==> src/rtl/trace_pkt_pkg.sv <==
// Shared types and constants for the trace packet sender.
//   WORD_W / BYTE_W        : trace word and output byte widths
//   TPIU_SYNC_W0 / _W1     : the two words of a TPIU sync marker
//   state_t                : sender FSM state encoding
package trace_pkt_pkg;

   localparam int WORD_W = 16;
   localparam int BYTE_W = 8;

   localparam logic [WORD_W-1:0] TPIU_SYNC_W0 = 16'hFFFF;
   localparam logic [WORD_W-1:0] TPIU_SYNC_W1 = 16'h7FFF;

   typedef enum logic [1:0] {
      IDLE   = 2'd0,
      FETCH  = 2'd1,
      DROP   = 2'd2,
      MARKER = 2'd3
   } state_t;

endpackage

==> src/rtl/trace_pkt_sender_fifo.sv <==
// sync_word_fifo: single-clock word FIFO with registered occupancy.
//   clk, rst (sync active-low)
//   push, push_data : write one word
//   pop             : remove head word (ignored when empty)
//   head            : word at the read pointer
//   free_words      : 2**DEPTH_LOG2 - count
//   empty           : count == 0
// Pointers are DEPTH_LOG2 bits and wrap naturally; count is one bit wider.
// Push and pop in the same cycle leave the count unchanged.
module sync_word_fifo #(
   parameter int WIDTH      = 16,
   parameter int DEPTH_LOG2 = 5
) (
   input  logic                  clk,
   input  logic                  rst,
   input  logic                  push,
   input  logic [WIDTH-1:0]      push_data,
   input  logic                  pop,
   output logic [WIDTH-1:0]      head,
   output logic [DEPTH_LOG2:0]   free_words,
   output logic                  empty
);

   localparam int DEPTH = 2 ** DEPTH_LOG2;
   localparam logic [DEPTH_LOG2:0] DEPTH_V = (DEPTH_LOG2+1)'(DEPTH);

   logic [WIDTH-1:0]      mem [DEPTH];
   logic [DEPTH_LOG2-1:0] wr_ptr;
   logic [DEPTH_LOG2-1:0] rd_ptr;
   logic [DEPTH_LOG2:0]   count;
   logic                  pop_ok;
   logic                  push_ok;

   assign empty      = (count == '0);
   assign pop_ok     = pop & ~empty;
   // A push into a full FIFO is only taken if a word leaves in the same cycle.
   assign push_ok    = push & ((count != DEPTH_V) | pop_ok);
   assign free_words = DEPTH_V - count;
   assign head       = mem[rd_ptr];

   always_ff @(posedge clk) begin
      if (push_ok) begin
         mem[wr_ptr] <= push_data;
      end
   end

   always_ff @(posedge clk) begin
      if (!rst) begin
         wr_ptr <= '0;
         rd_ptr <= '0;
         count  <= '0;
      end else begin
         if (push_ok) begin
            wr_ptr <= wr_ptr + 1'b1;
         end
         if (pop_ok) begin
            rd_ptr <= rd_ptr + 1'b1;
         end
         case ({push_ok, pop_ok})
            2'b10:   count <= count + 1'b1;
            2'b01:   count <= count - 1'b1;
            default: count <= count;
         endcase
      end
   end

endmodule

==> src/rtl/trace_pkt_sender.sv <==
// trace_pkt_sender: claims fixed-length packets of 16-bit trace words,
// buffers them in a word FIFO and serialises them low byte first.
//   clk, rst (sync active-low)
//   sync, pkt_avail, pkt_in     : trace interface inputs
//   pkt_next, pkt_next_wd       : claim-packet / next-word strobes
//   data_avail, data_val        : byte output, data_next accepts it
//   data_ovf, ovf_count, ovf_clr: dropped-packet flag/counter and clear
// Build option: define TRACE_PKT_SYNC_MARKER_EN to insert a TPIU sync
// marker (FFFF, 7FFF) into the stream after each rising edge of sync.
//
// state  | meaning
// IDLE   | waiting; claims a packet (or inserts a marker) when allowed
// FETCH  | receiving words of an admitted packet into the FIFO
// DROP   | receiving words of a packet that did not fit; discarded
// MARKER | writing the second sync-marker word
module trace_pkt_sender
   import trace_pkt_pkg::*;
#(
   parameter int WORDS_PER_PACKET = 8,
   parameter int FIFO_WORDS_LOG2  = 5,
   parameter int OVF_CNT_W        = 8
) (
   input  logic                 clk,
   input  logic                 rst,
   input  logic                 sync,
   input  logic                 pkt_avail,
   output logic                 pkt_next,
   output logic                 pkt_next_wd,
   input  logic [WORD_W-1:0]    pkt_in,
   output logic                 data_avail,
   output logic [BYTE_W-1:0]    data_val,
   input  logic                 data_next,
   output logic                 data_ovf,
   output logic [OVF_CNT_W-1:0] ovf_count,
   input  logic                 ovf_clr
);

   if (2 ** FIFO_WORDS_LOG2 < WORDS_PER_PACKET) begin : g_depth_check
      $error("trace_pkt_sender: FIFO must hold at least one whole packet");
   end

   localparam int CNT_W = FIFO_WORDS_LOG2 + 1;
   localparam int WC_W  = (WORDS_PER_PACKET > 1) ? $clog2(WORDS_PER_PACKET) : 1;

   state_t              state;
   state_t              state_nxt;
   logic [WC_W-1:0]     wd_left;
   logic                byte_hi;
   logic                accept;
   logic                drop_entry;
   logic                fifo_push;
   logic                fifo_pop;
   logic                fifo_empty;
   logic [WORD_W-1:0]   fifo_wdata;
   logic [WORD_W-1:0]   fifo_head;
   logic [CNT_W-1:0]    fifo_free;
   logic [CNT_W:0]      free_eff;
   logic                room_pkt;

`ifdef TRACE_PKT_SYNC_MARKER_EN
   logic sync_q;
   logic marker_pending;
   logic marker_req;
   logic marker_done;
   logic room_marker;
`endif

   sync_word_fifo #(
      .WIDTH      (WORD_W),
      .DEPTH_LOG2 (FIFO_WORDS_LOG2)
   ) u_fifo (
      .clk        (clk),
      .rst        (rst),
      .push       (fifo_push),
      .push_data  (fifo_wdata),
      .pop        (fifo_pop),
      .head       (fifo_head),
      .free_words (fifo_free),
      .empty      (fifo_empty)
   );

   assign data_avail = ~fifo_empty;
   assign accept     = data_avail & data_next;
   assign fifo_pop   = accept & byte_hi;
   // Gated so the byte output reads zero while the FIFO is empty.
   assign data_val   = !data_avail ? '0 :
                       byte_hi     ? fifo_head[WORD_W-1:BYTE_W] :
                                     fifo_head[BYTE_W-1:0];

   // Admission counts a word leaving in this same cycle as free space.
   assign free_eff = {1'b0, fifo_free} + {{CNT_W{1'b0}}, fifo_pop};
   assign room_pkt = (free_eff >= (CNT_W+1)'(WORDS_PER_PACKET));

`ifdef TRACE_PKT_SYNC_MARKER_EN
   // The rise itself blocks a claim in the same cycle, so the marker
   // always precedes the first packet after sync goes high.
   assign marker_req  = marker_pending | (sync & ~sync_q);
   assign room_marker = (free_eff >= (CNT_W+1)'(2));
`endif

   always_comb begin
      state_nxt   = state;
      pkt_next    = 1'b0;
      pkt_next_wd = 1'b0;
      fifo_push   = 1'b0;
      fifo_wdata  = pkt_in;
      drop_entry  = 1'b0;
`ifdef TRACE_PKT_SYNC_MARKER_EN
      marker_done = 1'b0;
`endif
      case (state)
         IDLE: begin
`ifdef TRACE_PKT_SYNC_MARKER_EN
            if (marker_req) begin
               if (room_marker) begin
                  fifo_push  = 1'b1;
                  fifo_wdata = TPIU_SYNC_W0;
                  state_nxt  = MARKER;
               end
            end else
`endif
            if (sync && pkt_avail) begin
               pkt_next = 1'b1;
               if (room_pkt) begin
                  state_nxt = FETCH;
               end else begin
                  state_nxt  = DROP;
                  drop_entry = 1'b1;
               end
            end
         end
         FETCH: begin
            fifo_push = 1'b1;
            if (wd_left == '0) begin
               state_nxt = IDLE;
            end else begin
               pkt_next_wd = 1'b1;
            end
         end
         DROP: begin
            if (wd_left == '0) begin
               state_nxt = IDLE;
            end else begin
               pkt_next_wd = 1'b1;
            end
         end
         MARKER: begin
`ifdef TRACE_PKT_SYNC_MARKER_EN
            fifo_push   = 1'b1;
            fifo_wdata  = TPIU_SYNC_W1;
            marker_done = 1'b1;
`endif
            state_nxt = IDLE;
         end
         default: state_nxt = IDLE;
      endcase
   end

   always_ff @(posedge clk) begin
      if (!rst) begin
         state     <= IDLE;
         wd_left   <= '0;
         byte_hi   <= 1'b0;
         data_ovf  <= 1'b0;
         ovf_count <= '0;
      end else begin
         state <= state_nxt;

         // Words remaining after the current one; zero marks the last word.
         if (pkt_next) begin
            wd_left <= WC_W'(WORDS_PER_PACKET - 1);
         end else if ((state == FETCH || state == DROP) && wd_left != '0) begin
            wd_left <= wd_left - 1'b1;
         end

         if (accept) begin
            byte_hi <= ~byte_hi;
         end

         // A drop in the same cycle as a clear leaves a count of one.
         if (drop_entry) begin
            data_ovf <= 1'b1;
            if (ovf_clr) begin
               ovf_count <= OVF_CNT_W'(1);
            end else if (ovf_count != '1) begin
               ovf_count <= ovf_count + 1'b1;
            end
         end else if (ovf_clr) begin
            data_ovf  <= 1'b0;
            ovf_count <= '0;
         end
      end
   end

`ifdef TRACE_PKT_SYNC_MARKER_EN
   // Reset samples sync so a level already high is not seen as a new rise.
   always_ff @(posedge clk) begin
      if (!rst) begin
         sync_q         <= sync;
         marker_pending <= 1'b0;
      end else begin
         sync_q         <= sync;
         marker_pending <= (sync & ~sync_q) | (marker_pending & ~marker_done);
      end
   end
`endif

endmodule

==> config.mk <==
export PLATFORM = sky130hd
export DESIGN_NAME = trace_pkt_sender
export DESIGN_NICKNAME = d
export VERILOG_FILES = /design/src/rtl/trace_pkt_pkg.sv /design/src/rtl/trace_pkt_sender_fifo.sv /design/src/rtl/trace_pkt_sender.sv
export SDC_FILE = /design/constraint.sdc
export NUM_CORES = 1
export LEC_CHECK = 0
export CAP_MARGIN = 10
export CORE_MARGIN = 5
export CORE_UTILIZATION = 40
export DETAILED_ROUTE_END_ITERATION = 7
export HOLD_SLACK_MARGIN = 0.12
export PLACE_DENSITY = 0.66
export SLEW_MARGIN = 20
export SYNTH_ARGS = -nofsm -noshare
export SYNTH_HDL_FRONTEND = slang
export SYNTH_SLANG_ARGS = --single-unit
==> constraint.sdc <==
create_clock -name clk -period 3.2 [get_ports clk]
set_input_delay 0.48 -clock clk [delete_from_list [all_inputs] [get_ports clk]]
set_output_delay 0.48 -clock clk [all_outputs]
set_load 0.005 [all_outputs]
======== Word level (Yosys, flattened, before mapping) ========
Memories as Yosys holds them, arrays and structs flattened. A register that Yosys moved wholly into a read port is not among the register bits.
Cells that the tools add are included.
W data, S select, Z words.
word-level totals
  register bits ........................... 31
  memory bits (writable) .................. 512
  bits of input ports ..................... 22
  logic and storage cells ................. 75
  memories ................................ 1
memory list
  memory      words  width  rd ports  clocked after memory_dff  write ports  line                         text
  u_fifo.mem  32     16     1         1                         1            trace_pkt_sender_fifo.sv:27  logic [WIDTH-1:0] mem [DEPTH];
operators by class
  add/sub/neg operators ................... 8
  magnitude comparators ................... 1
  equality and inequality tests ........... 9
  muxes and demuxes ....................... 27
  bitwise logic cells ..................... 7
  reductions and logical operators ........ 14
operators by type and width
  cell                   number
  $mux W8                6
  $mux W1                12
  $pmux W6 S2            1
  $add A5 B1 Y5 const B  2
  $mux W5                2
  $add A8 B1 Y8 const B  1
  $ne A8 B8 Y1 const B   1
  $reduce_bool A2 Y1     4
  $add A6 B1 Y7          1
  $ge A7 B4 Y1 const B   1
  $add A6 B1 Y6 const B  1
  $eq A2 B2 Y1 const B   3
  $logic_not A6 Y1       1
  $mux W2                3
  $mux W3                2
  $ne A6 B6 Y1 const B   1
  $pmux W2 S3            1
  $sub A6 B1 Y6 const B  1
  $sub A6 B6 Y6 const A  1
  $and A1 B1 Y1          4
  $eq A2 B1 Y1 const B   2
  $reduce_and A2 Y1      2
  $logic_not A3 Y1       1
  $reduce_bool A3 Y1     1
  other kinds (9)        11

======== Depth between registers and ports, before layout ========
  word-level depth ........................ 11
  depth in mapped cells ................... 18

======== Cells and area by module ========
From an unflattened synthesis, not the netlist that was laid out.
unflattened totals
  cell total of the unflattened synthesis .. 1011
  area total of the unflattened synthesis .. 21677.0 um2
modules (own cells, without submodules)
  module            instances  cells each  area each (um2)  seq. area each (um2)
  sync_word_fifo    1          889         20604.8          15795.1
  trace_pkt_sender  1          122         1072.3           300.3

======== Least setup slack after synthesis ========
Ideal clock, no wire load.
  kind .................................... register to register
  start point ............................. register u_fifo.count[1]
  end point ............................... register u_fifo.count[4]
  library setup time ...................... 128 ps
  arrival time ............................ 3471 ps
  required time ........................... 3072 ps
  slack ................................... -399 ps
  stages on the path, launching flop included .. 18
  clock period less this slack ............ 3599 ps
  cell sequence ........................... dfxtp_1 > clkbuf_1 > inv_1 > ha_1 > or4b_1 > or2_1 > clkbuf_1 > and3_1 > clkbuf_1 > ha_1 > buf_1 > xor2_1 > ha_1 > a21oi_1 > a32oi_1 > a21oi_1 > xnor2_1 > nor2_1
on the way
  longest elaborated chain between the ends .. 9
  elaborated cells on any way between the ends .. 14
RTL lines
  element                                            line                         text
  from (decl)                                        trace_pkt_sender_fifo.sv:30  logic [DEPTH_LOG2:0] count;
  from (signal assigned)                             trace_pkt_sender_fifo.sv:60  2'b10: count <= count + 1'b1;
  from (signal assigned)                             trace_pkt_sender_fifo.sv:61  2'b01: count <= count - 1'b1;
  from (signal assigned)                             trace_pkt_sender_fifo.sv:62  default: count <= count;
  $logic_not A6 Y1 (*)                               trace_pkt_sender_fifo.sv:34  assign empty = (count == '0);
  $not A1 Y1 (*)                                     trace_pkt_sender.sv:82       assign data_avail = ~fifo_empty;
  named net data_avail                               trace_pkt_sender.sv:30       output logic data_avail,
  $and A1 B1 Y1                                      trace_pkt_sender.sv:83       assign accept = data_avail & data_next;
  $and A1 B1 Y1                                      trace_pkt_sender.sv:84       assign fifo_pop = accept & byte_hi;
  $and A1 B1 Y1 (*)                                  trace_pkt_sender_fifo.sv:35  assign pop_ok = pop & ~empty;
  named net u_fifo.pop_ok                            trace_pkt_sender_fifo.sv:31  logic pop_ok;
  $or A1 B1 Y1                                       trace_pkt_sender_fifo.sv:37  assign push_ok = push & ((count != DEPTH_V) | pop_ok);
  $and A1 B1 Y1                                      trace_pkt_sender_fifo.sv:37
  $eq A2 B1 Y1 or $eq A2 B2 Y1 (tied branches)       trace_pkt_sender_fifo.sv:59  case ({push_ok, pop_ok})
  $pmux W6 S2 or $reduce_bool A2 Y1 (tied branches)  n/a
Mark *: on every way through the listed nets, which the timed path passes. The rest lies on a longest branch.
A chain may end at the register's enable or synchronous reset.

==> results.sh <==
export IMPL_route_detailed_drc=0
export IMPL_yosysTopAreaCell="edfxtp_1"
export IMPL_period_share=1.04
export IMPL_dp_final_hpwl_um=29500
export IMPL_wl_met2_um=23200
export IMPL_cp_max_fo=7
export IMPL_first_iter_violations=1063
export IMPL_synth_area_sq_mm=0.0216
export IMPL_die_x_um=242
export IMPL_dr_wl_met3_um=3880
export IMPL_grt_first_pass_wirelength_um=74400
export IMPL_portBuffers=41
export IMPL_reg2regPathDepth=11
export IMPL_hold_worst_slack_ns=0.397
export IMPL_synth_xor_area_frac=0.00689
export IMPL_route_antenna_remaining_nets=0
export IMPL_numCtsBuffers=54
export IMPL_cts_buffer_depth=3
export IMPL_yosysWarnings=0
export IMPL_vias_per_cell=5.62
export IMPL_placementRows=85
export IMPL_grtUsageTotal=0.167
export IMPL_synthTopCellsByArea="edfxtp_1 (71%), mux4_2 (15%), dfxtp_1 (3.3%)"
export IMPL_wirelength_um=49100
export IMPL_p_leak_uw=0.00802
export IMPL_tightestPinTransition_ns=1.11
export IMPL_setup_tns_final_ns=-0.734
export IMPL_ios=42
export IMPL_critPathArrivalTime_ns=2.85
export IMPL_finalClockSkew_ns=0.0499
export IMPL_violations="setup timing"
export IMPL_max_freq_mhz=300
export IMPL_utilization=0.483
export IMPL_yosysSeqAreaShare=0.745
export IMPL_synth_fa_ha_area_frac=0.00985
export IMPL_internal_power_uw=11700
export IMPL_hold_class="in -> reg"
export IMPL_critPathRequiredTime_ns=2.72
export IMPL_synth_edf_count=512
export IMPL_synthCells=1081
export IMPL_place_area_sq_mm=0.0237
export IMPL_yosysUniqueCellTypes=49
export IMPL_min_period_ns=3.33
export IMPL_rsz0062_at_grt="yes"
export IMPL_overflow=0
export IMPL_worst_setup_path_type="reg -> out"
export IMPL_maxCapViolCount=0
export IMPL_post_drt_wl_per_cell_um=24.9
export IMPL_r2r_end="ovf_count[7]$_SDFFE_PN0P_"
export IMPL_htree_levels=2
export IMPL_worstReg2RegStart="u_fifo.count[0]$_SDFFE_PN0P_"
export IMPL_clk_pin_slew_ns=0.06
export IMPL_diodes=0
export IMPL_synth_area_mux_share=0.159
export IMPL_fin_ws_ns=-0.132
export IMPL_drtPass1Iterations=7
export IMPL_p_sw_uw=3410
export IMPL_power_share_switching=0.225
export IMPL_worst_setup_path_start_kind="flop"
export IMPL_top_layer="met5"
export IMPL_cp_end_kind="primary output"
export IMPL_dieArea_sq_mm=0.0588
export IMPL_hold_violations=0
export IMPL_antenna_found_initial=3
export IMPL_place_gp_congestion=0.819
export IMPL_synth_compound_area_share=0.0273
export IMPL_final_nets=1279
export IMPL_yosys_area_top_type_share=0.712
export IMPL_p_clk_frac=0.384
export IMPL_finalMaxSlewViolations=0
export IMPL_setup_viol=8
export IMPL_initial_utilization=0.402
export IMPL_syn_nets=1120
export IMPL_cts_num_sinks=548
export IMPL_clk_latency_ns=0.62
export IMPL_yosys_area_share_simple=0.0377
export IMPL_synth_top_family_by_area="multiplexers"
export IMPL_grt_pass1_vias=11331
export IMPL_grt_start_max_net_pins=33
export IMPL_cts_tree="built"
export IMPL_p_seq_frac=0.530
export IMPL_synth_top_flop_cell="edfxtp_1"
export IMPL_syn_to_final_growth_pct=20.0
export IMPL_crit_end="data_val[7]"
export IMPL_syn_avg_cell_area_sq_um=20.0
export IMPL_slew_headroom=0.255
export IMPL_die_height_um=242
export IMPL_drive_gt1_frac=0.334
export IMPL_fin_area_sq_mm=0.0259
export IMPL_status="finished with violations"
export IMPL_reg2reg_slack_ns=0.17
export IMPL_synth_seq_cells=548
export IMPL_vias=11092
export IMPL_power_frac_comb=0.086
export IMPL_pwr_density_cell_mw_per_mm2=584
export IMPL_cts_root_buf="clkbuf_16"
export IMPL_placeableCoreArea_sq_mm=0.0537
export IMPL_synthArstFlopShare=0
export IMPL_ir_drop_v=0.000456
export IMPL_wl_met1_um=20800
==> cell usage after synthesis (6+ instances only) <==
library cell / number
ha_1: 17
nand2b_1: 6
o22ai_1: 11
nand4_1: 11
nor2_1: 65
nand2_1: 35
mux4_2: 140
a221oi_1: 7
o21ai_0: 13
dfxtp_1: 36
nor2b_1: 6
xor2_1: 10
a21oi_1: 20
nand3_1: 12
inv_1: 16
a22oi_1: 9
buf_2: 18
mux2i_1: 29
xnor2_1: 7
buf_1: 6
clkbuf_1: 32
a211oi_1: 8
edfxtp_1: 512
==> critical path: stages, from the launching register on <==
cell and delay [ns]:
dfxtp_4 0.42, buf_4 0.15, buf_12 0.09, buf_16 0.13, mux4_2 0.51, mux4_2 0.52
o21ai_2 0.14, nand2_2 0.13, buf_6 0.15
==> power groups by stage <==
stage                     combinational [uW]  sequential [uW]  clock, uW
after detailed placement                1210             8180          0
after global placement                  1190             8170          0
final                                   1300             8030       5820
after floorplan                          643             8170          0
after CTS                               1290             8030       5950
after global routing                    1410             8040       6270
==> logic make-up after synthesis <==
kind of cell,Yosys count
mux,169
simple gates,168
flops,548
xor+xnor,17
buf+inv,73
fa+ha+maj,17
compound gates,89
==> what timing repair did <==
action                                  CTS  global route
endpoints found under the setup margin    8             9
pin swaps                                15            13
gates resized for setup                  95            18
cloned                                    4             0
hold endpoints to repair                  0             0
hold buffers                              0             0
setup buffers                            19             1
==> layout make-up <==
class	count	area, sq um
Clock inverter	27	209
Sequential cell	548	16100
Inverter	16	60.1
Clock buffer	68	1400
Multi-Input combinational cell	460	5580
Timing Repair Buffer	160	1690
Fill cell	4325	27800
Tap cell	696	871
==> metal layers <==
layer	up-vias	track usage
li1	4767	-
met1	5794	0.238
met2	435	0.264
met3	90	0.0383
met4	6	0.0455
met5	-	0
==> state kept, by name, indices dropped and copies added (netlist names), named ones only <==
name	count
u_fifo.mem	512
u_fifo.rd_ptr	5
wd_left	3
state	2
u_fifo.wr_ptr	5
u_fifo.count	6
byte_hi	1
data_ovf	1
ovf_count	8
==> worst min path at each step <==
stage                           from                           end  slack [ns]  cells after the start
4_1_cts        data_ovf$_SDFFE_PN0P_         data_ovf$_SDFFE_PN0P_        0.49                      2
3_3_place_gp   data_ovf$_SDFFE_PN0P_         data_ovf$_SDFFE_PN0P_        0.47                      2
6_report                  pkt_in[10]  u_fifo.mem[31][10]$_DFFE_PP_        0.40                      1
5_1_grt                   pkt_in[10]  u_fifo.mem[31][10]$_DFFE_PP_        0.40                      1
2_1_floorplan  state[0]$_SDFFE_PN0P_         state[0]$_SDFFE_PN0P_        0.46                      2
3_5_place_dp   data_ovf$_SDFFE_PN0P_         data_ovf$_SDFFE_PN0P_        0.48                      2
==> layout by cell type, fill, tap and decap left out, types with 11 or more instances in the layout <==
master and count:
clkbuf_1 14, a21oi_1 18, nand4_1 11, mux2i_1 15, clkbuf_16 54, nand2_1 32
dfxtp_1 33, clkdlybuf4s50_1 31, nand3_1 12, nor2_1 32, buf_4 84, clkinv_1 12
mux4_2 140, nor2_2 33, ha_1 15, buf_12 21, edfxtp_1 512, inv_1 14
==> metrics by stage <==
stage	total power [uW]	setup WS, ns	instances
finish	15100	-0.132	1975
CTS	15300	-0.193	1977
floorplan	8810	0.00207	1081
global route	15700	-0.216	1975
global placement	9360	0.00292	1860
detailed placement	9390	-0.0286	1860
Note: power is estimated with default switching activity, not from simulation.
